<file path="src/rtl/muldiv_unit.sv">
// muldiv_unit: iterative multiply/divide execute unit. It sits directly after the
// register file and produces the {WriteReg1, WriteReg15} pair for the two-register
// write-back.
//   multiply : result_lo = product low half, result_hi = product high half
//   divide   : result_lo = quotient,         result_hi = remainder
//
// Ports
//   clk          clock, rising edge
//   rst          asynchronous, active-low reset
//   start        request, sampled only in IDLE
//   op[1:0]      op[0]: 0=multiply 1=divide; op[1]: signed (SIGNED_MULDIV_EN only)
//   opa, opb     multiplicand/dividend, multiplier/divisor
//   busy         high while iterating
//   done         one-cycle pulse, results valid
//   result_lo    product low half or quotient
//   result_hi    product high half or remainder
//   div_by_zero  qualifies done for a divide with opb==0
//   wr_dst       2'b10 while done, else 2'b00
//
// Build option
//   SIGNED_MULDIV_EN  when defined, op[1]=1 selects two's-complement operation.
//                     When undefined, op[1] is ignored and no sign logic exists.
//
// State table
//   state    | meaning
//   ST_IDLE  | waiting for start; operands are latched on the start edge
//   ST_RUN   | one shift-add / shift-subtract iteration per clock
//   ST_DONE  | iteration finished; results, done and wr_dst register on the next edge
module muldiv_unit #(
    parameter int WIDTH = 16
) (
    input  logic             clk,
    input  logic             rst,
    input  logic             start,
    input  logic [1:0]       op,
    input  logic [WIDTH-1:0] opa,
    input  logic [WIDTH-1:0] opb,
    output logic             busy,
    output logic             done,
    output logic [WIDTH-1:0] result_lo,
    output logic [WIDTH-1:0] result_hi,
    output logic             div_by_zero,
    output logic [1:0]       wr_dst
);

    localparam int CW = $clog2(WIDTH + 1);

    typedef enum logic [1:0] {
        ST_IDLE = 2'd0,
        ST_RUN  = 2'd1,
        ST_DONE = 2'd2
    } state_t;

    state_t state_q, state_d;

    logic [2*WIDTH-1:0] acc_q, acc_d;
    logic [WIDTH-1:0]   b_q, b_d;
    logic [CW-1:0]      cnt_q, cnt_d;
    logic               div_q, div_d;
    logic               dz_q, dz_d;
    logic               done_q, done_d;
    logic [WIDTH-1:0]   res_lo_q, res_lo_d;
    logic [WIDTH-1:0]   res_hi_q, res_hi_d;
    logic               dbz_q, dbz_d;

    logic [WIDTH-1:0]   mag_a, mag_b;
    logic [2*WIDTH-1:0] fin;
    logic               start_dz;

    assign start_dz = op[0] && (opb == '0);

`ifdef SIGNED_MULDIV_EN
    logic sgn_a, sgn_b;
    logic neg_a_q, neg_a_d;
    logic neg_x_q, neg_x_d;

    assign sgn_a = op[1] & opa[WIDTH-1];
    assign sgn_b = op[1] & opb[WIDTH-1];
    assign mag_a = sgn_a ? ('0 - opa) : opa;
    assign mag_b = sgn_b ? ('0 - opb) : opb;

    always_comb begin
        neg_a_d = neg_a_q;
        neg_x_d = neg_x_q;
        if (state_q == ST_IDLE && start) begin
            neg_a_d = sgn_a;
            neg_x_d = sgn_a ^ sgn_b;
        end
    end

    // Product negates as a whole; quotient follows sign(a)^sign(b) and the
    // remainder follows the dividend. A divide by zero bypasses correction.
    always_comb begin
        fin = acc_q;
        if (!dz_q) begin
            if (!div_q) begin
                if (neg_x_q) fin = '0 - acc_q;
            end else begin
                if (neg_x_q) fin[WIDTH-1:0]       = '0 - acc_q[WIDTH-1:0];
                if (neg_a_q) fin[2*WIDTH-1:WIDTH] = '0 - acc_q[2*WIDTH-1:WIDTH];
            end
        end
    end

    always_ff @(posedge clk or negedge rst) begin
        if (!rst) begin
            neg_a_q <= 1'b0;
            neg_x_q <= 1'b0;
        end else begin
            neg_a_q <= neg_a_d;
            neg_x_q <= neg_x_d;
        end
    end
`else
    logic unused_op1;
    assign unused_op1 = op[1];
    assign mag_a      = opa;
    assign mag_b      = opb;
    assign fin        = acc_q;
`endif

    // Iteration datapaths. acc holds {high, low} for multiply and
    // {remainder, quotient/dividend} for divide.
    logic [WIDTH:0]     mul_sum;
    logic [2*WIDTH-1:0] mul_next;
    logic [WIDTH:0]     div_sh;
    logic [WIDTH:0]     div_diff;
    logic               div_ge;
    logic [2*WIDTH-1:0] div_next;

    always_comb begin
        mul_sum  = {1'b0, acc_q[2*WIDTH-1:WIDTH]} + (acc_q[0] ? {1'b0, b_q} : '0);
        mul_next = {mul_sum, acc_q[WIDTH-1:1]};

        // Partial remainder is always < divisor, so the shifted value fits in
        // WIDTH+1 bits and the borrow bit alone decides restore vs keep.
        div_sh   = {acc_q[2*WIDTH-1:WIDTH], acc_q[WIDTH-1]};
        div_diff = div_sh - {1'b0, b_q};
        div_ge   = ~div_diff[WIDTH];
        div_next = {(div_ge ? div_diff[WIDTH-1:0] : div_sh[WIDTH-1:0]),
                    acc_q[WIDTH-2:0], div_ge};
    end

    // FSM: state register
    always_ff @(posedge clk or negedge rst) begin
        if (!rst) state_q <= ST_IDLE;
        else      state_q <= state_d;
    end

    // FSM: next state
    always_comb begin
        state_d = state_q;
        case (state_q)
            ST_IDLE: if (start) state_d = start_dz ? ST_DONE : ST_RUN;
            ST_RUN:  if (cnt_q == CW'(WIDTH - 1)) state_d = ST_DONE;
            ST_DONE: state_d = ST_IDLE;
            default: state_d = ST_IDLE;
        endcase
    end

    // FSM: outputs
    always_comb begin
        busy        = (state_q == ST_RUN);
        done        = done_q;
        wr_dst      = done_q ? 2'b10 : 2'b00;
        result_lo   = res_lo_q;
        result_hi   = res_hi_q;
        div_by_zero = dbz_q;
    end

    // Datapath next values
    always_comb begin
        acc_d    = acc_q;
        b_d      = b_q;
        cnt_d    = cnt_q;
        div_d    = div_q;
        dz_d     = dz_q;
        done_d   = 1'b0;
        res_lo_d = res_lo_q;
        res_hi_d = res_hi_q;
        dbz_d    = dbz_q;
        case (state_q)
            ST_IDLE: begin
                if (start) begin
                    cnt_d = '0;
                    div_d = op[0];
                    dz_d  = start_dz;
                    b_d   = mag_b;
                    acc_d = start_dz ? {opa, {WIDTH{1'b1}}} : {{WIDTH{1'b0}}, mag_a};
                end
            end
            ST_RUN: begin
                cnt_d = cnt_q + CW'(1);
                acc_d = div_q ? div_next : mul_next;
            end
            ST_DONE: begin
                done_d   = 1'b1;
                res_lo_d = fin[WIDTH-1:0];
                res_hi_d = fin[2*WIDTH-1:WIDTH];
                dbz_d    = dz_q;
            end
            default: ;
        endcase
    end

    always_ff @(posedge clk or negedge rst) begin
        if (!rst) begin
            acc_q    <= '0;
            b_q      <= '0;
            cnt_q    <= '0;
            div_q    <= 1'b0;
            dz_q     <= 1'b0;
            done_q   <= 1'b0;
            res_lo_q <= '0;
            res_hi_q <= '0;
            dbz_q    <= 1'b0;
        end else begin
            acc_q    <= acc_d;
            b_q      <= b_d;
            cnt_q    <= cnt_d;
            div_q    <= div_d;
            dz_q     <= dz_d;
            done_q   <= done_d;
            res_lo_q <= res_lo_d;
            res_hi_q <= res_hi_d;
            dbz_q    <= dbz_d;
        end
    end

endmodule

</file>
<file path="config.mk">
export PLATFORM = sky130hd
export DESIGN_NAME = muldiv_unit
export DESIGN_NICKNAME = d
export VERILOG_FILES = /design/src/rtl/muldiv_unit.sv
export SDC_FILE = /design/constraint.sdc
export NUM_CORES = 1
export LEC_CHECK = 0
export ABC_AREA = 1
export BUFFER_PORTS_ARGS = -buffer_cell sky130_fd_sc_hd__buf_2
export CAP_MARGIN = 25
export CORE_MARGIN = 5
export CORE_UTILIZATION = 40
export CTS_BUF_LIST = sky130_fd_sc_hd__clkbuf_8
export CTS_CLUSTER_SIZE = 10
export DETAILED_ROUTE_END_ITERATION = 12
export GPL_ROUTABILITY_DRIVEN = 0
export PLACE_DENSITY = 0.62
export RECOVER_POWER = 25
export SLEW_MARGIN = 25
export SYNTH_ARGS = -nofsm -noshare
export SYNTH_HDL_FRONTEND = slang
export SYNTH_SLANG_ARGS = --single-unit
</file>
<file path="constraint.sdc">
create_clock -name clk -period 6.2 [get_ports clk]
set_clock_uncertainty 0.05 [all_clocks]
set_input_delay 0.62 -clock clk [delete_from_list [all_inputs] [get_ports clk]]
set_output_delay 0.62 -clock clk [all_outputs]
set_load 0.005 [all_outputs]
</file>
Word-level counts from Yosys, hierarchy flattened. Index checks and enable logic that the tools add are counted. Widths: inputs -> output; s select.

$add $sub $neg: 3. Equality and inequality tests: 5. Multiplexer cells: 14. Bitwise gates (word level): 1. Reductions and logical operators: 7.

Operators by type and width (count): $mux 32 (3); $pmux 32 s2 (1); $mux 16 (2); $add 16x16->17 (1); $sub 17x16->17 (1); $logic_not 16->1 (1); $pmux 5 s2 (1); $mux 2 (4); $reduce_and 2->1 (3); $add 5x1->5 const B (1); $eq 5x4->1 const B (1); $mux 5 (1); $pmux 2 s2 (1); $eq 2x1->1 const B (1); $eq 2x2->1 const B (1); $logic_not 2->1 (1); $ne 2x1->1 const B (1); $ne 2x2->1 const B (1); $reduce_bool 2->1 (1); $logic_and 1x1->1 (1); $mux 1 (1); $not 1->1 (1).

Bits in registers: 91. Bits of input ports: 37. Output and inout bits: 37. Logic and storage cells: 40.

Longest topological paths before layout. Gate-level depths: netlist (run 1).

Depth in word-level cells: 5. Gate-level depth with buffers: 19. Gate-level depth less buffers: 18.

Worst setup path after synthesis (run 1). OpenSTA, ideal clock, no wires.

Path kind: register -> register. From: register acc_q[0]. To: register acc_q[29]. Library setup time: 0.117 ns. Data arrival time: 2.225 ns. Data required time: 6.033 ns. Path slack: 3.809 ns. Cell stages (with the launch flop): 19. Path buffers: 2. Clock period less this slack: 2.391 ns. Cell sequence: dfrtp_1 > clkbuf_1 > clkbuf_1 > nand2_1 > inv_1 > ha_1 > fa_1 > nand3_1 > nand3_1 > nand2_1 > nand2_1 > nand3_1 > nand3_1 > nand2_1 > nor2_1 > nor2_1 > nand2_1 > nand2_1 > nand2_1.

Word-level cells in the longest chain between the ends: 4.

Ends and longest elaborated chain: from (decl) (RTL line 56) `logic [2*WIDTH-1:0] acc_q, acc_d;`; from (signal assigned) (RTL line 208) `acc_q <= '0;`; from (signal assigned) (RTL line 218) `acc_q <= acc_d;`; $mux 16 (RTL line 132) `mul_sum = {1'b0, acc_q[2*WIDTH-1:WIDTH]} + (acc_q[0] ? {1'b0, b_q} : '0);`; $add 16x16->17 (RTL line 132); $mux 32 (RTL line 194) `acc_d = div_q ? div_next : mul_next;`; $pmux 32 s2 (RTL line 182) `case (state_q)`.

Every way passes these cells. A chain may end at the register's enable or synchronous reset.

Worst setup path after layout (run 1).
From: register b_q[0]. To: register acc_q[27].

Word-level cells in the longest chain between the ends: 4. Elaborated cells on any way between the ends: 6. Those cells by class: add/sub (2); mux (4).

Ends and longest elaborated chain: from (decl) (RTL line 57) `logic [WIDTH-1:0] b_q, b_d;`; from (signal assigned) (RTL line 209) `b_q <= '0;`; from (signal assigned) (RTL line 219) `b_q <= b_d;`; $sub 17x16->17 / $mux 16 (equally long branches) (RTL line 138, 132); $mux 16 / $add 16x16->17 (equally long branches) (RTL line 140, 132); $mux 32 * (RTL line 194); $pmux 32 s2 * (RTL line 182).

Every way passes the cells marked *; elsewhere a longest branch is shown, timed or not.

==> results of run 1 <==
-- power by group through the flow --
stage / clock network (mW) / logic [mW] / registers, mW
after floorplan: 0 / 2.54 / 1.07
after global placement: 0 / 3.18 / 1.15
after detailed placement: 0 / 3.21 / 1.15
after CTS: 0.407 / 3.23 / 1.14
after global routing: 0.426 / 3.74 / 1.19
final: 0.393 / 3.24 / 1.14
-- path summary, 6_finish.rpt --
check	slack (ns)	from	depth (start not counted)	endpoint
min	0.39	opb[12]	3	b_q[12]
max	3.41	b_q[0]	16	acc_q[27]
max reg2reg	3.41	b_q[0]	16	acc_q[27]
max in group asynchronous	3.57	rst	2	state_q[0]
min in group asynchronous	0.86	rst	1	result_lo[8]
min reg2reg	0.42	result_lo[9]	2	result_lo[9]
-- sequential cells by signal (all words and copies together), names as in the netlist --
register,count
cnt_q,5
div_by_zero,1
acc_q,32
state_q,2
b_q,16
dz_q,1
div_q,1
result_hi,16
done,1
result_lo,16
-- metrics by stage --
step	hold slack (ns)	setup slack, ns
6_report	0.392	3.41
3_5_place_dp	0.403	3.45
4_1_cts	0.158	3.44
2_1_floorplan	0.274	3.81
5_1_grt	0.398	3.01
3_3_place_gp	0.403	3.48
-- cell families (layout without fill, tap and decap cells) --
kind of cell             count (synthesis)  after routing  share of synthesized area, %
AO/OA/AOI/OAI                          165            165                          13.4
XOR/XNOR                                 8              8                          1.06
adder cells (fa/ha/maj)                 36             36                          7.05
buffers and inverters                  190            246                          11.4
flip-flops                              91             91                          34.5
other                                    1              1                        0.0568
AND/OR/NAND/NOR                        487            487                          32.6
-- metal layers --
metal	wire length [microns]	vias up	global-route usage, %
li1	-	3197	-
met4	446	0	6.71
met5	0	-	0
met1	8590	2775	26.2
met2	8250	140	32.0
met3	941	29	3.66
-- final cells by class --
| cell class | count | area (sq um) | area share (%) |
|---|---|---|---|
| Clock buffer | 10 | 138 | 1.89 |
| Clock inverter | 6 | 40.0 | 0.548 |
| Inverter | 153 | 574 | 7.87 |
| Multi-Input combinational cell | 697 | 3580 | 49.0 |
| Sequential cell | 91 | 2280 | 31.2 |
| Tap cell | 220 | 275 | 3.77 |
| Timing Repair Buffer | 77 | 415 | 5.69 |
-- worst max-delay path: stages (launching register included) --
cell	delay (ns)
dfrtp_1	0.46
ha_1	0.27
fa_1	0.43
inv_1	0.10
nand3_1	0.06
nand2_1	0.16
nand2_1	0.09
nand2_2	0.12
nand2_4	0.08
nand2_4	0.07
nand2_4	0.17
nand2_8	0.26
nand2_1	0.09
nand3_1	0.10
nand2_1	0.07
nand2_1	0.07
nand2_1	0.05
-- cell usage after synthesis (all sizes together) --
cell,number
a32o,1
nand4,5
a211oi,2
buf,13
nand3,76
xor2,8
a22oi,2
fa,2
o21bai,2
dfrtp,91
inv,152
ha,34
a21o,1
nor2,57
clkbuf,24
o21a,1
a31oi,14
nand2,337
nand3b,4
nor4,1
o22ai,2
nor3,4
clkinv,1
o21ai,87
conb,1
and2,3
a21oi,53
==> reports/qor.csv, run 1 <==
metric,value,unit
post-cts sizing count,0,
Final Util,44.5,%
fin. max-slew vios,82,
"most common cell after layout, fill and taps aside",nand2_1,
Worst Tran Pin Value,2.32,ns
Reg power frac,23.9,%
die area,0.0192,sq mm
CTS max path bufs,2,
CTS Sinks,91,
"Cell Count, Final, Fillers Out",1254,
final setup violating endpoints,0,
post-synth cell types,42,
Setup CP Type,flip-flop to flip-flop,
maximum VDD drop,0.218,mV
antenna cell count,0,
fillers,1757,
pin count of the biggest net entering global routing,54,
# Post-CTS Setup Buffers,0,
H-tree depth,3,
Total Routed Length,18.2,mm
number of global-route vias before repair,6113,
initial antenna violation count,0,
CP Launch Type,flip-flop,
routed vias,6141,
Comb pwr share,67.9,%
CTS Hold Bufs,0,
Pwr Density,655,mW/mm^2
Yosys top cell by area,dfrtp_1,
CORE AREA,0.0164,sq mm
Hold Fails Final Rpt,0,
Post-Syn Area,0.00661,sq mm
CTS tree,built,
Die W,139,microns
placed cell area,0.00710,sq mm
Vias per Instance,4.90,
Final TNS setup,0,ns
minimum clock period after layout,2.79,ns
post-route ant nets,0,
area grow syn2layout,10.5,%
detailed placement HPWL,13.7,mm
Initial Utilization,40.3,%
Pwr Total,4.78,mW
Mapped Avg Cell Area,6.75,sq um
Syn. warnings,0,
Yosys reg bits,91,
drt first pass iters,5,
share of the synthesized area in the top cell type,34.5,%
total grt overflow,0,
io pins,74,
worst skew pair latency,0.39,ns
Max-Cap Viols,2,
Final period util,45.1,%
cells after synthesis,978,
Post-route DRC,0,
RSZ-0062 raised after global routing,no,
"Max FO, Critical Path",17,
Leak,4.08,nW
Switching Fraction,54.1,%
Routed WL per cell,14.5,microns
Clk pwr share,8.2,%
placed cells,1237,
sequential fraction of the synthesis area,34.5,%
status,"complete, but fails checks",
Root Buffer,clkbuf_8,
post-route cell area,0.00730,sq mm
Fmax achieved,358,MHz
failing checks,"capacitance limit, slew limit",
critical path endpoint category,flip-flop,
critical path data arrival time,3.03,ns
worst hold path class,primary input to flip-flop,
I/O Buffers,71,
P_int,2.19,mW
total CTS buffers,9,
first-pass GRT wire length,30.7,mm
ratio of cells with drive above 1 in the final layout,12.8,%
most frequent cells in the layout,"321 x nand2_1, 146 x inv_1, 91 x dfrtp_1, 85 x o21ai_0, 70 x buf_2",
CP required,6.44,ns
row cnt,47,
top post-synthesis cells by area,"dfrtp_1 34%, nand2_1 18%, inv_1 8.2%",
slew margin rel.,-54.8,%
Overall Global Routing Usage,19.6,%
syn nets,1051,
Net Sw Power,2.59,mW
layout net count,1102,
Detailed Route Iter0 Violations,418,
Die H,139,microns
"CTS clk-pin slew, worst paths",0.10,ns
Power figures use the tool's default switching activity.
==> run 2: changes to the inputs <==
- ABC_AREA: 1 -> 0
- PLACE_DENSITY: 0.62 -> 0.63
- clock period: 6.2 -> 2.9 ns (I/O delays scaled with it)
==> run 2 against run 1 <==
Non-clock buffer count rose by 74. Hold slack got worse by 0.32 ns. Largest cell class unchanged. Register-to-register slack got worse by 3.5 ns. Maximum frequency down 6.4%. Critical path depth fell by 5. The run ends with capacitance limit, slew limit, setup timing left. Synthesized cell count is 37% lower. Die area fell by 12%. Wire length down 5.6%. First-iteration DRC count up 14%. Sequential share of layout area increased by 0.53 points.
==> reports/qor.csv, run 2 <==
metric,value,unit
Yosys top cell by area,dfrtp_1,
Final Util,50.0,%
"top cells by count, synth","91 x dfrtp_1, 62 x o21ai_0, 51 x nand2_1, 37 x nor2_1",
initial antenna violation count,0,
largest register by flop count,acc_q,
Hold Fails Final Rpt,0,
max reg flops,32,
final setup violating endpoints,8,
H-tree depth,3,
sequential fraction of the synthesis area,39.4,%
failing checks,"capacitance limit, slew limit, setup timing",
critical path data arrival time,3.19,ns
Die H,130,microns
Fmax achieved,335,MHz
worst skew pair latency,0.39,ns
CTS max path bufs,2,
reg2reg setup slack,-0.09,ns
row cnt,44,
Final period util,103,%
CORE AREA,0.0144,sq mm
Initial Utilization,40.3,%
Worst Tran Pin Value,2.10,ns
most frequent cells in the layout,"90 x dfrtp_1, 76 x buf_4, 70 x buf_2, 57 x o21ai_0, 51 x nand2_1",
status,"complete, but fails checks",
total CTS buffers,9,
Max-Cap Viols,1,
Setup CP Type,flip-flop to flip-flop,
first-pass GRT wire length,28.1,mm
antenna cell count,0,
top post-synthesis cells by area,"dfrtp_1 39%, ha_1 7.4%, mux2_2 6.6%",
slew margin rel.,-39.9,%
max incr delay on CP,0.42,ns
syn nets,689,
pin count of the biggest net entering global routing,82,
Leak,3.44,nW
share of the synthesized area in the top cell type,39.4,%
number of global-route vias before repair,5421,
ratio of cells with drive above 1 in the final layout,31.5,%
"CTS clk-pin slew, worst paths",0.09,ns
total grt overflow,0,
Yosys reg bits,91,
post-synth cell types,59,
cell family with most CP delay,compound AO/OA/AOI/OAI gates,
Routed WL per cell,18.5,microns
Die W,130,microns
Post-synth EDFFs,0,
critical path endpoint category,flip-flop,
area grow syn2layout,24.1,%
Pwr Total,9.55,mW
Vias per Instance,5.76,
top-count cell post-synth,dfrtp_1,
minimum clock period after layout,2.99,ns
drt first pass iters,7,
ys async rst share,100,%
Syn. warnings,0,
"Cell Count, Final, Fillers Out",933,
Detailed Route Iter0 Violations,478,
CP Cell Sequence,"ha_2, fa_2, nor2b_2, o31a_1, o2111ai_2, and2_4, a311oi_4, buf_4, mux2_4, a21oi_2, a21oi_1",
Main synth FF type,dfrtp_1,
Post-route DRC,0,
CP required,3.11,ns
die area,0.0170,sq mm
CP bufs+invs,1,
CTS Sinks,91,
Overall Global Routing Usage,21.1,%
Root Buffer,clkbuf_8,
maximum VDD drop,0.489,mV
RSZ-0062 raised after global routing,yes,
setup ws final,-0.0853,ns
routed vias,5372,
Pwr Density,1330,mW/mm^2
placed cells,895,
Mapped Avg Cell Area,9.39,sq um
worst hold path class,primary input to flip-flop,
Post-Syn Area,0.00579,sq mm
cells after synthesis,616,
I/O Buffers,71,
layout net count,817,
"most common cell after layout, fill and taps aside",dfrtp_1,
CTS tree,built,
post-route ant nets,0,
slowest CP cell,dfrtp_1,
detailed placement HPWL,12.6,mm
"Max FO, Critical Path",4,
fin. max-slew vios,82,
Total Routed Length,17.2,mm
io pins,74,
CP Launch Type,flip-flop,
[run 2: cell type report]
type,count,area [sq um]
well taps,184,230
repair buffers,151,970
inverters,26,97.6
clock inverters,7,81.3
multi-input cells,465,3400
clock buffers,9,124
fillers,1299,7190
flip-flops and latches,91,2280
[run 2: power breakdown]
part / total (mW) / leakage (nW) / internal (mW) / switching (mW)
clock network: 0.920 / 0.107 / 0.414 / 0.506
registers: 2.15 / 1.17 / 1.76 / 0.391
logic: 6.48 / 2.16 / 3.15 / 3.33
[run 2: routing by layer]
| layer | GRT usage (%) | routed length (microns) | up-vias |
|---|---|---|---|
| met5 | 0 | 0 | - |
| met4 | 6.60 | 425 | 0 |
| met3 | 4.75 | 1280 | 36 |
| met2 | 33.1 | 7840 | 217 |
| met1 | 29.0 | 7680 | 2607 |
| li1 | - | - | 2512 |
[run 2: final timing paths]
kind,from,endpoint,cells past startpoint
worst max-delay path,b_q[0],acc_q[23],11
worst min-delay path,opb[7],b_q[7],3
worst max register to register,b_q[0],acc_q[23],11
worst min register to register,dz_q,dz_q,2
max in group asynchronous,rst,acc_q[16],2
min in group asynchronous,rst,b_q[7],2
[run 2: repair_timing]
| item | 4_1_cts | 5_1_grt |
|---|---|---|
| pin swaps | 9 | 5 |
| hold buffers | 1 | 0 |
| hold endpoints to repair | 79 | 0 |
| endpoints found under the setup margin | 14 | 17 |
| gates resized for setup | 15 | 13 |
| setup buffers | 17 | 5 |
[run 2: cells by family after synthesis]
kind of cell / Yosys count / synth area share, %
AO/OA/AOI/OAI: 170 / 19.4
XOR/XNOR: 16 / 2.42
adder cells (fa/ha/maj): 36 / 8.05
buffers and inverters: 60 / 4.20
flip-flops: 91 / 39.4
multiplexers: 58 / 10.8
other: 1 / 0.0648
AND/OR/NAND/NOR: 184 / 15.8
[run 2: worst reg2reg max path, stage by stage (launching register included)]
cell	delay, ns
dfrtp_1	0.42
ha_2	0.22
fa_2	0.38
nor2b_2	0.15
o31a_1	0.22
o2111ai_2	0.17
and2_4	0.22
a311oi_4	0.33
buf_4	0.20
mux2_4	0.30
a21oi_2	0.13
a21oi_1	0.07
[run 2: through the flow]
stage | setup WS, ns | instance area (sq um) | hold slack [ns] | TNS (ns)
after global routing | -0.171 | 7180 | 0.0814 | -1.79
after floorplan | -0.193 | 5850 | -0.0556 | -0.323
final | -0.0853 | 7180 | 0.0744 | -0.484
after CTS | -0.0975 | 7110 | 0.0600 | -0.550
after global placement | -0.131 | 6720 | 0.419 | -0.534
after detailed placement | -0.177 | 6730 | 0.350 | -0.971
==> run 3: changes to the inputs <==
- CELL_PAD_IN_SITES_DETAIL_PLACEMENT: default -> 2
- CELL_PAD_IN_SITES_GLOBAL_PLACEMENT: default -> 2
- CORE_ASPECT_RATIO: default -> 0.75
- CORE_UTILIZATION: 40 -> 38
- PLACE_DENSITY: 0.63 -> 0.87
==> run 3 against run 2 <==
The run still ends with capacitance limit, slew limit, setup timing left. Combinational power up 39%. Core utilization increased by 0.096 points. Hold slack got worse by 0.013 ns. Die area rose by 5.0%. Final area increased by 5.1%. Sequential power is 6% higher. Sequential cell count stayed put. Critical endpoint is now acc_q[29]. Largest cell class unchanged.
==> reports/qor.csv, run 3 (synthesized netlist as in run 2, its figures left out) <==
metric,value,unit
status,"complete, but fails checks",
worst hold path class,primary input to flip-flop,
worst skew pair latency,0.42,ns
Worst Tran Pin Value,1.81,ns
cell family with most CP delay,simple AND/OR/NAND/NOR gates,
Post-route DRC,0,
die area,0.0178,sq mm
failing checks,"capacitance limit, slew limit, setup timing",
row cnt,39,
H-tree depth,3,
RSZ-0062 raised after global routing,yes,
hold slack,0.0618,ns
area grow syn2layout,30.5,%
CORE AREA,0.0151,sq mm
Final TNS setup,-5.42,ns
Hold Fails Final Rpt,0,
I/O Buffers,71,
Die H,117,microns
"CTS clk-pin slew, worst paths",0.11,ns
CTS max path bufs,2,
Root Buffer,clkbuf_8,
Max-Cap Viols,1,
post-route ant nets,0,
Fmax achieved,303,MHz
ratio of cells with drive above 1 in the final layout,36.2,%
max reg flops,32,
CTS Sinks,91,
CP required,3.20,ns
worst hold start,opb[12],
most frequent cells in the layout,"89 x dfrtp_1, 75 x buf_4, 70 x buf_2, 51 x nand2_1, 50 x o21ai_0",
total grt overflow,0,
Detailed Route Iter0 Violations,454,
Overall Global Routing Usage,33.2,%
Worst Setup SP,b_q[0],
largest register by flop count,acc_q,
antenna cell count,0,
routed vias,6142,
first-pass GRT wire length,44.7,mm
maximum VDD drop,0.614,mV
Final period util,114,%
"Max FO, Critical Path",3,
total CTS buffers,9,
detailed placement HPWL,17.0,mm
r2r startpoint,b_q[0],
io pins,74,
Leak,3.54,nW
CP Launch Type,flip-flop,
initial antenna violation count,2,
CTS tree,built,
critical path endpoint category,flip-flop,
"most common cell after layout, fill and taps aside",dfrtp_1,
Die W,152,microns
drt first pass iters,5,
CP Cell Sequence,"and2_4, ha_4, fa_2, a21oi_4, o211ai_1, or4_4, a31oi_4, nand3_2, and3_4, or4_4, nand3_2",
setup ws final,-0.405,ns
pin count of the biggest net entering global routing,61,
max incr delay on CP,0.56,ns
slowest CP cell,or4_4,
Vias per Instance,6.40,
Total Routed Length,30.6,mm
CP bufs+invs,0,
Pwr Density,1630,mW/mm^2
slew margin rel.,-20.6,%
minimum clock period after layout,3.30,ns
number of global-route vias before repair,6946,
critical path data arrival time,3.61,ns
Initial Utilization,38.4,%
layout net count,823,
fin. max-slew vios,33,
Setup CP Type,flip-flop to flip-flop,
final setup violating endpoints,17,
Pwr Total,12.3,mW
Routed WL per cell,31.8,microns
==> run 3: cell types whose count changed in the layout (fill, tap and decap cells not counted), moves of 4 or more <==
cell | before | now
o21ai_2 | 0 | 10
o21ai_0 | 57 | 50
mux2i_1 | 24 | 18
a21oi_2 | 6 | 2
buf_6 | 3 | 9
a21oi_4 | 0 | 5
==> run 3: metal layers <==
metal  GRT usage, %  up-vias  part of all wire, %
met5              0        -                0.072
met4           19.0        4                  5.9
met3           6.39      145                  5.4
met2           59.7      309                   50
met1           37.9     3166                   39
li1               -     2518                    -
==> run 3: timing repair <==
action,in CTS,in global routing
hold buffers,1,0
resized for setup,47,43
hold endpoints to repair,31,0
endpoints found under the setup margin,17,17
buffers inserted,19,10
pin swaps,23,15
==> run 3: worst register-to-register path, stage by stage, from the launching register on <==
cell      delay (ns)
dfrtp_1         0.42
and2_4          0.18
ha_4            0.17
fa_2            0.41
a21oi_4         0.21
o211ai_1        0.16
or4_4           0.56
a31oi_4         0.25
nand3_2         0.11
and3_4          0.23
or4_4           0.42
nand3_2         0.08
==> run 3: report_power, final <==
group	switching (mW)	internal, mW
logic	5.19	3.83
registers	0.511	1.76
clock network	0.561	0.432
total	6.26	6.03
==> run 3: cell type report <==
class / count / area, sq um
Timing Repair Buffer: 157 / 1050
Tap cell: 205 / 256
Sequential cell: 91 / 2280
Clock buffer: 10 / 138
Fill cell: 1546 / 7530
Clock inverter: 6 / 70.1
Inverter: 26 / 97.6
Multi-Input combinational cell: 465 / 3660
==> run 3: metrics by stage <==
step,instance area [sq um],std cells,setup WS [ns],utilization (%)
4_1_cts,7300,951,-0.185,48.4
6_report,7550,960,-0.405,50.1
2_1_floorplan,5850,616,-0.193,-
3_3_place_gp,6750,915,-0.120,44.8
3_5_place_dp,6750,915,-0.485,44.8
5_1_grt,7550,960,-0.452,50.1
==> run 3: path summary, 6_finish.rpt <==
path                                endpoint  slack (ns)  cells past startpoint
min in group asynchronous       result_hi[0]        0.85                      2
worst min-delay path                 b_q[12]        0.06                      3
worst max-delay path               acc_q[29]       -0.40                     11
worst max register to register     acc_q[29]       -0.40                     11
worst min register to register          dz_q        0.45                      2
max in group asynchronous             b_q[8]        0.56                      3
